<file path="config.mk">
export PLATFORM = sky130hd
export DESIGN_NAME = multdiv_sequencer
export DESIGN_NICKNAME = d
export VERILOG_FILES = /design/src/rtl/multdiv_sequencer_pkg.sv /design/src/rtl/multdiv_sequencer_iter_counter.sv /design/src/rtl/multdiv_sequencer.sv
export SDC_FILE = /design/constraint.sdc
export NUM_CORES = 1
export LEC_CHECK = 0
export ABC_AREA = 1
export BUFFER_PORTS_ARGS = -buffer_cell sky130_fd_sc_hd__buf_2
export CORE_ASPECT_RATIO = 2
export CORE_MARGIN = 2
export CORE_UTILIZATION = 50
export CTS_CLUSTER_SIZE = 14
export DETAILED_ROUTE_END_ITERATION = 16
export PLACE_DENSITY = 0.68
export REMOVE_ABC_BUFFERS = 1
export SKIP_LAST_GASP = 1
export SLEW_MARGIN = 15
export SYNTH_ARGS = -nofsm -noshare
export SYNTH_HDL_FRONTEND = slang
export SYNTH_SLANG_ARGS = --single-unit
</file>
<file path="constraint.sdc">
create_clock -name clock -period 7.67 [get_ports clock]
set_input_delay 1.534 -clock clock [delete_from_list [all_inputs] [get_ports clock]]
set_output_delay 1.534 -clock clock [all_outputs]
set_load 0.02 [all_outputs]
</file>
<file path="src/rtl/multdiv_sequencer_pkg.sv">
// Shared constants, state encoding and ALU-op codes for the multi-cycle multiply/divide unit
// and the decode-stage stall logic that drives it.
package multdiv_sequencer_pkg;

    localparam int unsigned DataWidth = 32;
    localparam int unsigned NumIters  = 32;
    localparam int unsigned CntWidth  = 6;

    typedef enum logic [1:0] {
        StIdle = 2'b00,
        StMul  = 2'b01,
        StDiv  = 2'b10,
        StDone = 2'b11
    } state_e;

    // R-type ALU-op codes that the decode stage turns into start pulses
    localparam logic [4:0] AluOpMult = 5'b00110;
    localparam logic [4:0] AluOpDiv  = 5'b00111;

endpackage

</file>
<file path="src/rtl/multdiv_sequencer_iter_counter.sv">
// Iteration counter: cleared on a start edge, counts while an operation runs and flags the edge
// on which the count reaches ITERS.
module multdiv_sequencer_iter_counter
    import multdiv_sequencer_pkg::*;
#(
    parameter int unsigned ITERS = NumIters
) (
    input  logic clock,
    input  logic reset,
    input  logic clear,
    input  logic enable,
    output logic term
);

    logic [CntWidth-1:0] count_q;

    always_ff @(posedge clock or posedge reset) begin
        if (reset) begin
            count_q <= '0;
        end else if (clear) begin
            count_q <= '0;
        end else if (enable) begin
            count_q <= count_q + 1'b1;
        end
    end

    // High during the last iteration, so the edge that follows brings count to ITERS
    assign term = enable && (count_q == CntWidth'(ITERS - 1));

endmodule

</file>
<file path="src/rtl/multdiv_sequencer.sv">
// Multi-cycle signed multiply (radix-2 Booth) and divide (restoring, on magnitudes) unit.
// One start pulse, 32 iterations, then a one-cycle data_resultRDY that releases the stall.
module multdiv_sequencer
    import multdiv_sequencer_pkg::*;
#(
    parameter int unsigned WIDTH = DataWidth,
    parameter int unsigned ITERS = NumIters
) (
    input  logic             clock,
    input  logic             reset,
    input  logic             ctrl_MULT,
    input  logic             ctrl_DIV,
    input  logic [WIDTH-1:0] data_operandA,
    input  logic [WIDTH-1:0] data_operandB,
    output logic [WIDTH-1:0] data_result,
    output logic             data_exception,
    output logic             data_resultRDY,
    output logic             busy
);

    localparam logic [WIDTH-1:0] MinVal = {1'b1, {(WIDTH - 1){1'b0}}};

    state_e state_q, state_d;

    logic start, running, term;

    // Working registers: hi/lo form the Booth accumulator or the remainder/quotient pair
    logic [WIDTH:0]   hi_q;
    logic [WIDTH-1:0] lo_q;
    logic [WIDTH-1:0] m_q;
    logic             qm1_q;
    logic             neg_q, dz_q, ovf_q;

    logic [WIDTH-1:0] result_q;
    logic             exc_q;

    assign start   = ((state_q == StIdle) || (state_q == StDone)) && (ctrl_MULT || ctrl_DIV);
    assign running = (state_q == StMul) || (state_q == StDiv);

    multdiv_sequencer_iter_counter #(
        .ITERS (ITERS)
    ) u_iter_counter (
        .clock  (clock),
        .reset  (reset),
        .clear  (start),
        .enable (running),
        .term   (term)
    );

    always_comb begin
        state_d = state_q;
        unique case (state_q)
            StIdle: begin
                if (start) state_d = ctrl_MULT ? StMul : StDiv;
            end
            StMul, StDiv: begin
                if (term) state_d = StDone;
            end
            StDone: begin
                state_d = start ? (ctrl_MULT ? StMul : StDiv) : StIdle;
            end
            default: state_d = StIdle;
        endcase
    end

    // Booth step: inspect {lo[0], q-1}, add/subtract multiplicand, arithmetic shift right
    logic [WIDTH:0]   m_ext, booth_sum, mul_hi_n;
    logic [WIDTH-1:0] mul_lo_n;
    logic [WIDTH:0]   product_hi;
    logic             mul_exc;

    always_comb begin
        m_ext = {m_q[WIDTH-1], m_q};
        unique case ({lo_q[0], qm1_q})
            2'b01:   booth_sum = hi_q + m_ext;
            2'b10:   booth_sum = hi_q - m_ext;
            default: booth_sum = hi_q;
        endcase
        mul_hi_n   = {booth_sum[WIDTH], booth_sum[WIDTH:1]};
        mul_lo_n   = {booth_sum[0], lo_q[WIDTH-1:1]};
        product_hi = {mul_hi_n[WIDTH-1:0], mul_lo_n[WIDTH-1]};
        mul_exc    = !((&product_hi) || (~|product_hi));
    end

    // Restoring division step on magnitudes; the wide difference exposes the borrow
    logic [WIDTH:0]   div_shift, div_hi_n;
    logic [WIDTH+1:0] div_diff;
    logic             div_ok;
    logic [WIDTH-1:0] div_lo_n, quot;

    always_comb begin
        div_shift = {hi_q[WIDTH-1:0], lo_q[WIDTH-1]};
        div_diff  = {1'b0, div_shift} - {2'b00, m_q};
        div_ok    = !div_diff[WIDTH+1];
        div_hi_n  = div_ok ? div_diff[WIDTH:0] : div_shift;
        div_lo_n  = {lo_q[WIDTH-2:0], div_ok};
        quot      = neg_q ? (~div_lo_n + 1'b1) : div_lo_n;
    end

    logic [WIDTH-1:0] abs_a, abs_b;
    assign abs_a = data_operandA[WIDTH-1] ? (~data_operandA + 1'b1) : data_operandA;
    assign abs_b = data_operandB[WIDTH-1] ? (~data_operandB + 1'b1) : data_operandB;

    always_ff @(posedge clock or posedge reset) begin
        if (reset) begin
            state_q  <= StIdle;
            hi_q     <= '0;
            lo_q     <= '0;
            m_q      <= '0;
            qm1_q    <= 1'b0;
            neg_q    <= 1'b0;
            dz_q     <= 1'b0;
            ovf_q    <= 1'b0;
            result_q <= '0;
            exc_q    <= 1'b0;
        end else begin
            state_q <= state_d;
            if (start) begin
                hi_q  <= '0;
                qm1_q <= 1'b0;
                lo_q  <= ctrl_MULT ? data_operandB : abs_a;
                m_q   <= ctrl_MULT ? data_operandA : abs_b;
                neg_q <= data_operandA[WIDTH-1] ^ data_operandB[WIDTH-1];
                dz_q  <= (data_operandB == '0);
                ovf_q <= (data_operandA == MinVal) && (&data_operandB);
            end else if (state_q == StMul) begin
                hi_q  <= mul_hi_n;
                lo_q  <= mul_lo_n;
                qm1_q <= lo_q[0];
                if (term) begin
                    result_q <= mul_lo_n;
                    exc_q    <= mul_exc;
                end
            end else if (state_q == StDiv) begin
                hi_q <= div_hi_n;
                lo_q <= div_lo_n;
                if (term) begin
                    result_q <= dz_q ? '0 : quot;
                    exc_q    <= dz_q || ovf_q;
                end
            end
        end
    end

    assign data_result    = result_q;
    assign data_exception = exc_q;
    assign data_resultRDY = (state_q == StDone);
    assign busy           = running;

endmodule

</file>
==> Flow_metrics.wiki <==
{| class="wikitable"
! Metric !! Value
|-
| Run status || complete, no violations
|-
| Final total negative setup slack || 0 ns
|-
| Die extent in x || 128.6 um
|-
| CP startpoint kind || register
|-
| Yosys warnings || 0
|-
| # DRC || 0
|-
| Std cell rows || 91
|-
| Synthesized netlist cell count || 2530
|-
| Hold Fails Final Rpt || 0
|-
| First-pass GRT wire length || 96070 um
|-
| Count of buffers from port buffering || 102
|-
| Post-detail-place hpwl || 48850 um
|-
| P&R area growth vs syn || 8.954%
|-
| CP startpoint || m_q[1]
|-
| Number of design-rule violations left by the first detailed-router iteration || 1456
|-
| Antenna diode count || 0
|-
| Final worst-path setup slack || 2.253 ns
|-
| R2r startpoint || m_q[1]
|-
| Post-layout instance area || 16910 sq um
|-
| CP required || 8.01 ns
|-
| Post-synthesis instance area || 15520 sq um
|-
| Clock transition at the registers of the reported paths || 0.07 ns
|-
| Cell Area, Placed || 16310 sq um
|-
| Core Area || 30740 sq um
|-
| Die Footprint || 32560 sq um
|-
| # nets final || 2727
|-
| Starting Density || 50.50%
|-
| Fraction of layout cells with a size suffix above 1 || 8.979%
|-
| Hold/Removal Path Class || reg2reg
|-
| CTS HTree Levels || 4
|-
| Clock skew || 0.01252 ns
|-
| Routability-driven placement congestion ratio || 0.9599
|-
| Number of synthesized register bits || 142
|-
| Proportion of register bits with asynchronous set or reset after synthesis || 100.0%
|-
| Max clock buf depth || 2
|-
| Post-CTS Repair Setup Buffers || 0
|-
| Critical-path maximum fanout || 5
|-
| GRT overflow || 0
|-
| Number of non-filler instances in the completed layout || 2967
|-
| Antenna violations before repair || 0
|-
| Total detailed-routing wirelength || 62590 um
|-
| Via count of the first global-routing pass || 17702
|-
| Critical Path AT || 5.75 ns
|-
| Average instance area after synthesis || 6.136 sq um
|-
| Antenna-violating nets left || 0
|-
| Number of search-and-repair iterations in the first detailed-routing pass || 6
|-
| Part of the cycle the worst path needs || 70.62%
|-
| Count of cells along the worst register-to-register path || 29
|-
| Timing endpoint of the critical path || data_exception
|-
| Placed cell count || 2935
|-
| Final setup violation count || 0
|-
| Critical path type || reg2reg
|-
| Number of slew-limit violations in the final report || 0
|-
| Yosys cell types || 57
|-
| Post-CTS Resized || 0
|-
| Pre-CTS setup slack || 2.700 ns
|-
| Overall global routing resource usage || 39.00%
|-
| Vert. Die Dim || 253.2 um
|-
| Clock sink count || 142
|-
| Critical path's largest stage delay || 0.41 ns
|-
| Transition time at the pin with the least slew margin || 1.210 ns
|-
| Worst-skew pair later-pin latency || 0.46 ns
|-
| Routed vias/inst || 5.963
|-
| Post-synth EDFFs || 0
|-
| CTS tree || yes
|-
| Peak clock frequency supported by timing || 184.6 MHz
|-
| Clock buffer count from CTS || 17
|-
| Part of the Yosys area used for sequential elements || 22.89%
|-
| Cell at the root of the clock tree || sky130_fd_sc_hd__clkbuf_16
|-
| Via total after detailed routing || 17691
|-
| Commonest register cell after synthesis || sky130_fd_sc_hd__dfrtp_1
|-
| R2r setup slk || 2.25 ns
|-
| Most repeated library cell on the critical path || sky130_fd_sc_hd__nand2_1
|-
| Largest net degree at the start of global routing || 84
|-
| CTS Hold Buffers Added || 0
|-
| Average wire length per cell after detail routing || 21.10 um
|-
| IO Pins || 103
|-
| Worst reg2reg path endpoint || data_exception
|-
| Setup repair after global routing missed its margin || false
|-
| Critical-path cell with the highest stage delay || sky130_fd_sc_hd__dfrtp_1
|-
| Final critical delay including setup and external delays || 5.417 ns
|-
| Max-slew headroom at the worst pin || 19.21%
|-
| Max-Cap Viols || 0
|-
| Kind of end point of the critical path || register
|}
-- Yosys cell counts (37+ instances only) --
| cell type | count | area, sq um |
|---|---|---|
| sky130_fd_sc_hd__dfrtp_1 | 142 | 3553 |
| sky130_fd_sc_hd__o221ai_1 | 43 | 376.6 |
| sky130_fd_sc_hd__ha_1 | 75 | 938.4 |
| sky130_fd_sc_hd__inv_1 | 394 | 1479 |
| sky130_fd_sc_hd__clkbuf_1 | 59 | 221.5 |
| sky130_fd_sc_hd__nor2_1 | 238 | 893.4 |
| sky130_fd_sc_hd__a21oi_1 | 146 | 730.7 |
| sky130_fd_sc_hd__a31oi_1 | 43 | 269.0 |
| sky130_fd_sc_hd__o21ai_0 | 126 | 630.6 |
| sky130_fd_sc_hd__nand4_1 | 37 | 231.5 |
| sky130_fd_sc_hd__nand3_1 | 206 | 1031 |
| sky130_fd_sc_hd__xor2_1 | 73 | 639.4 |
| sky130_fd_sc_hd__nand2_1 | 646 | 2425 |
-- critical path: cells and delay by family, from the launching register on --
kind	cells	cell delay (ns)
AO/OA/AOI/OAI	3	0.49
XOR/XNOR	1	0.35
adder cells (fa/ha/maj)	2	0.50
buffers and inverters	3	0.45
flip-flops	1	0.41
AND/OR/NAND/NOR	20	3.07
-- layout by cell type (no fill, tap or decap), types with 15 or more instances in the layout --
master                      synthesis  routed
sky130_fd_sc_hd__inv_1            394     393
sky130_fd_sc_hd__nor3_1            25      25
sky130_fd_sc_hd__xor2_1            73      73
sky130_fd_sc_hd__o211ai_1          19      19
sky130_fd_sc_hd__ha_1              75      74
sky130_fd_sc_hd__o221ai_1          43      43
sky130_fd_sc_hd__nor4_1            15      15
sky130_fd_sc_hd__buf_4              1      19
sky130_fd_sc_hd__o21ai_1           23      23
sky130_fd_sc_hd__o22ai_1           20      20
sky130_fd_sc_hd__dfrtp_1          142     142
sky130_fd_sc_hd__clkbuf_16          0      17
sky130_fd_sc_hd__nor2_1           238     236
sky130_fd_sc_hd__a31oi_1           43      43
sky130_fd_sc_hd__nand4_1           37      37
sky130_fd_sc_hd__nand3_1          206     206
sky130_fd_sc_hd__buf_2             16     102
sky130_fd_sc_hd__a21oi_1          146     146
sky130_fd_sc_hd__inv_2             18      18
sky130_fd_sc_hd__nand2_1          646     646
sky130_fd_sc_hd__o21ai_0          126     126
sky130_fd_sc_hd__a22oi_1           26      26
-- routing by layer --
metal | track usage [%] | share of wire [%] | vias to the layer above
met4 | 36.12 | 11 | 0
met1 | 37.56 | 33 | 8199
met3 | 6.381 | 5.8 | 266
li1 | - | - | 8483
met5 | 0 | 0 | -
met2 | 69.24 | 50 | 743
-- sequential cells by signal, indices dropped and copies added, names as in the netlist --
register                flops
hi_q                       33
data_result                32
lo_q                       32
m_q                        32
u_iter_counter.count_q      6
state_q                     2
data_exception              1
dz_q                        1
neg_q                       1
ovf_q                       1
qm1_q                       1
-- worst min-delay path by stage --
stage,cells past startpoint,end,slack [ns],from
floorplan,2,ovf_q,0.45,ovf_q
global placement,2,data_result[1],0.46,data_result[1]
detailed placement,2,data_result[1],0.47,data_result[1]
CTS,2,data_result[1],0.49,data_result[1]
global route,2,ovf_q,0.51,ovf_q
finish,2,data_result[1],0.48,data_result[1]
-- cells by family (layout without fill, tap and decap cells) --
family	after synthesis	in the layout	synth area share, %
xor+xnor	82	82	4.626
fa+ha+maj	77	77	6.303
flops	142	142	22.89
compound gates	506	506	19.86
simple gates	1221	1221	34.03
buf+inv	502	567	12.29
-- area by class of cell --
cell class	instances	area (sq um)
fill	3290	13830
multi-input combinational	1886	10080
sequential	142	3553
inverter	414	1559
timing repair buffer	121	653.1
tap	372	465.4
clock buffer	18	439.2
clock inverter	14	166.4
-- stage by stage --
stage               hold slack [ns]  utilization, %
finish                       0.4814           55.02
global placement             0.4640           53.05
floorplan                    0.4474               -
detailed placement           0.4718           53.05
global route                 0.5120           55.02
CTS                          0.4895           55.02
Power is not shown: default switching activity piles up to over one toggle a cycle in this logic, so the estimate is an artifact.
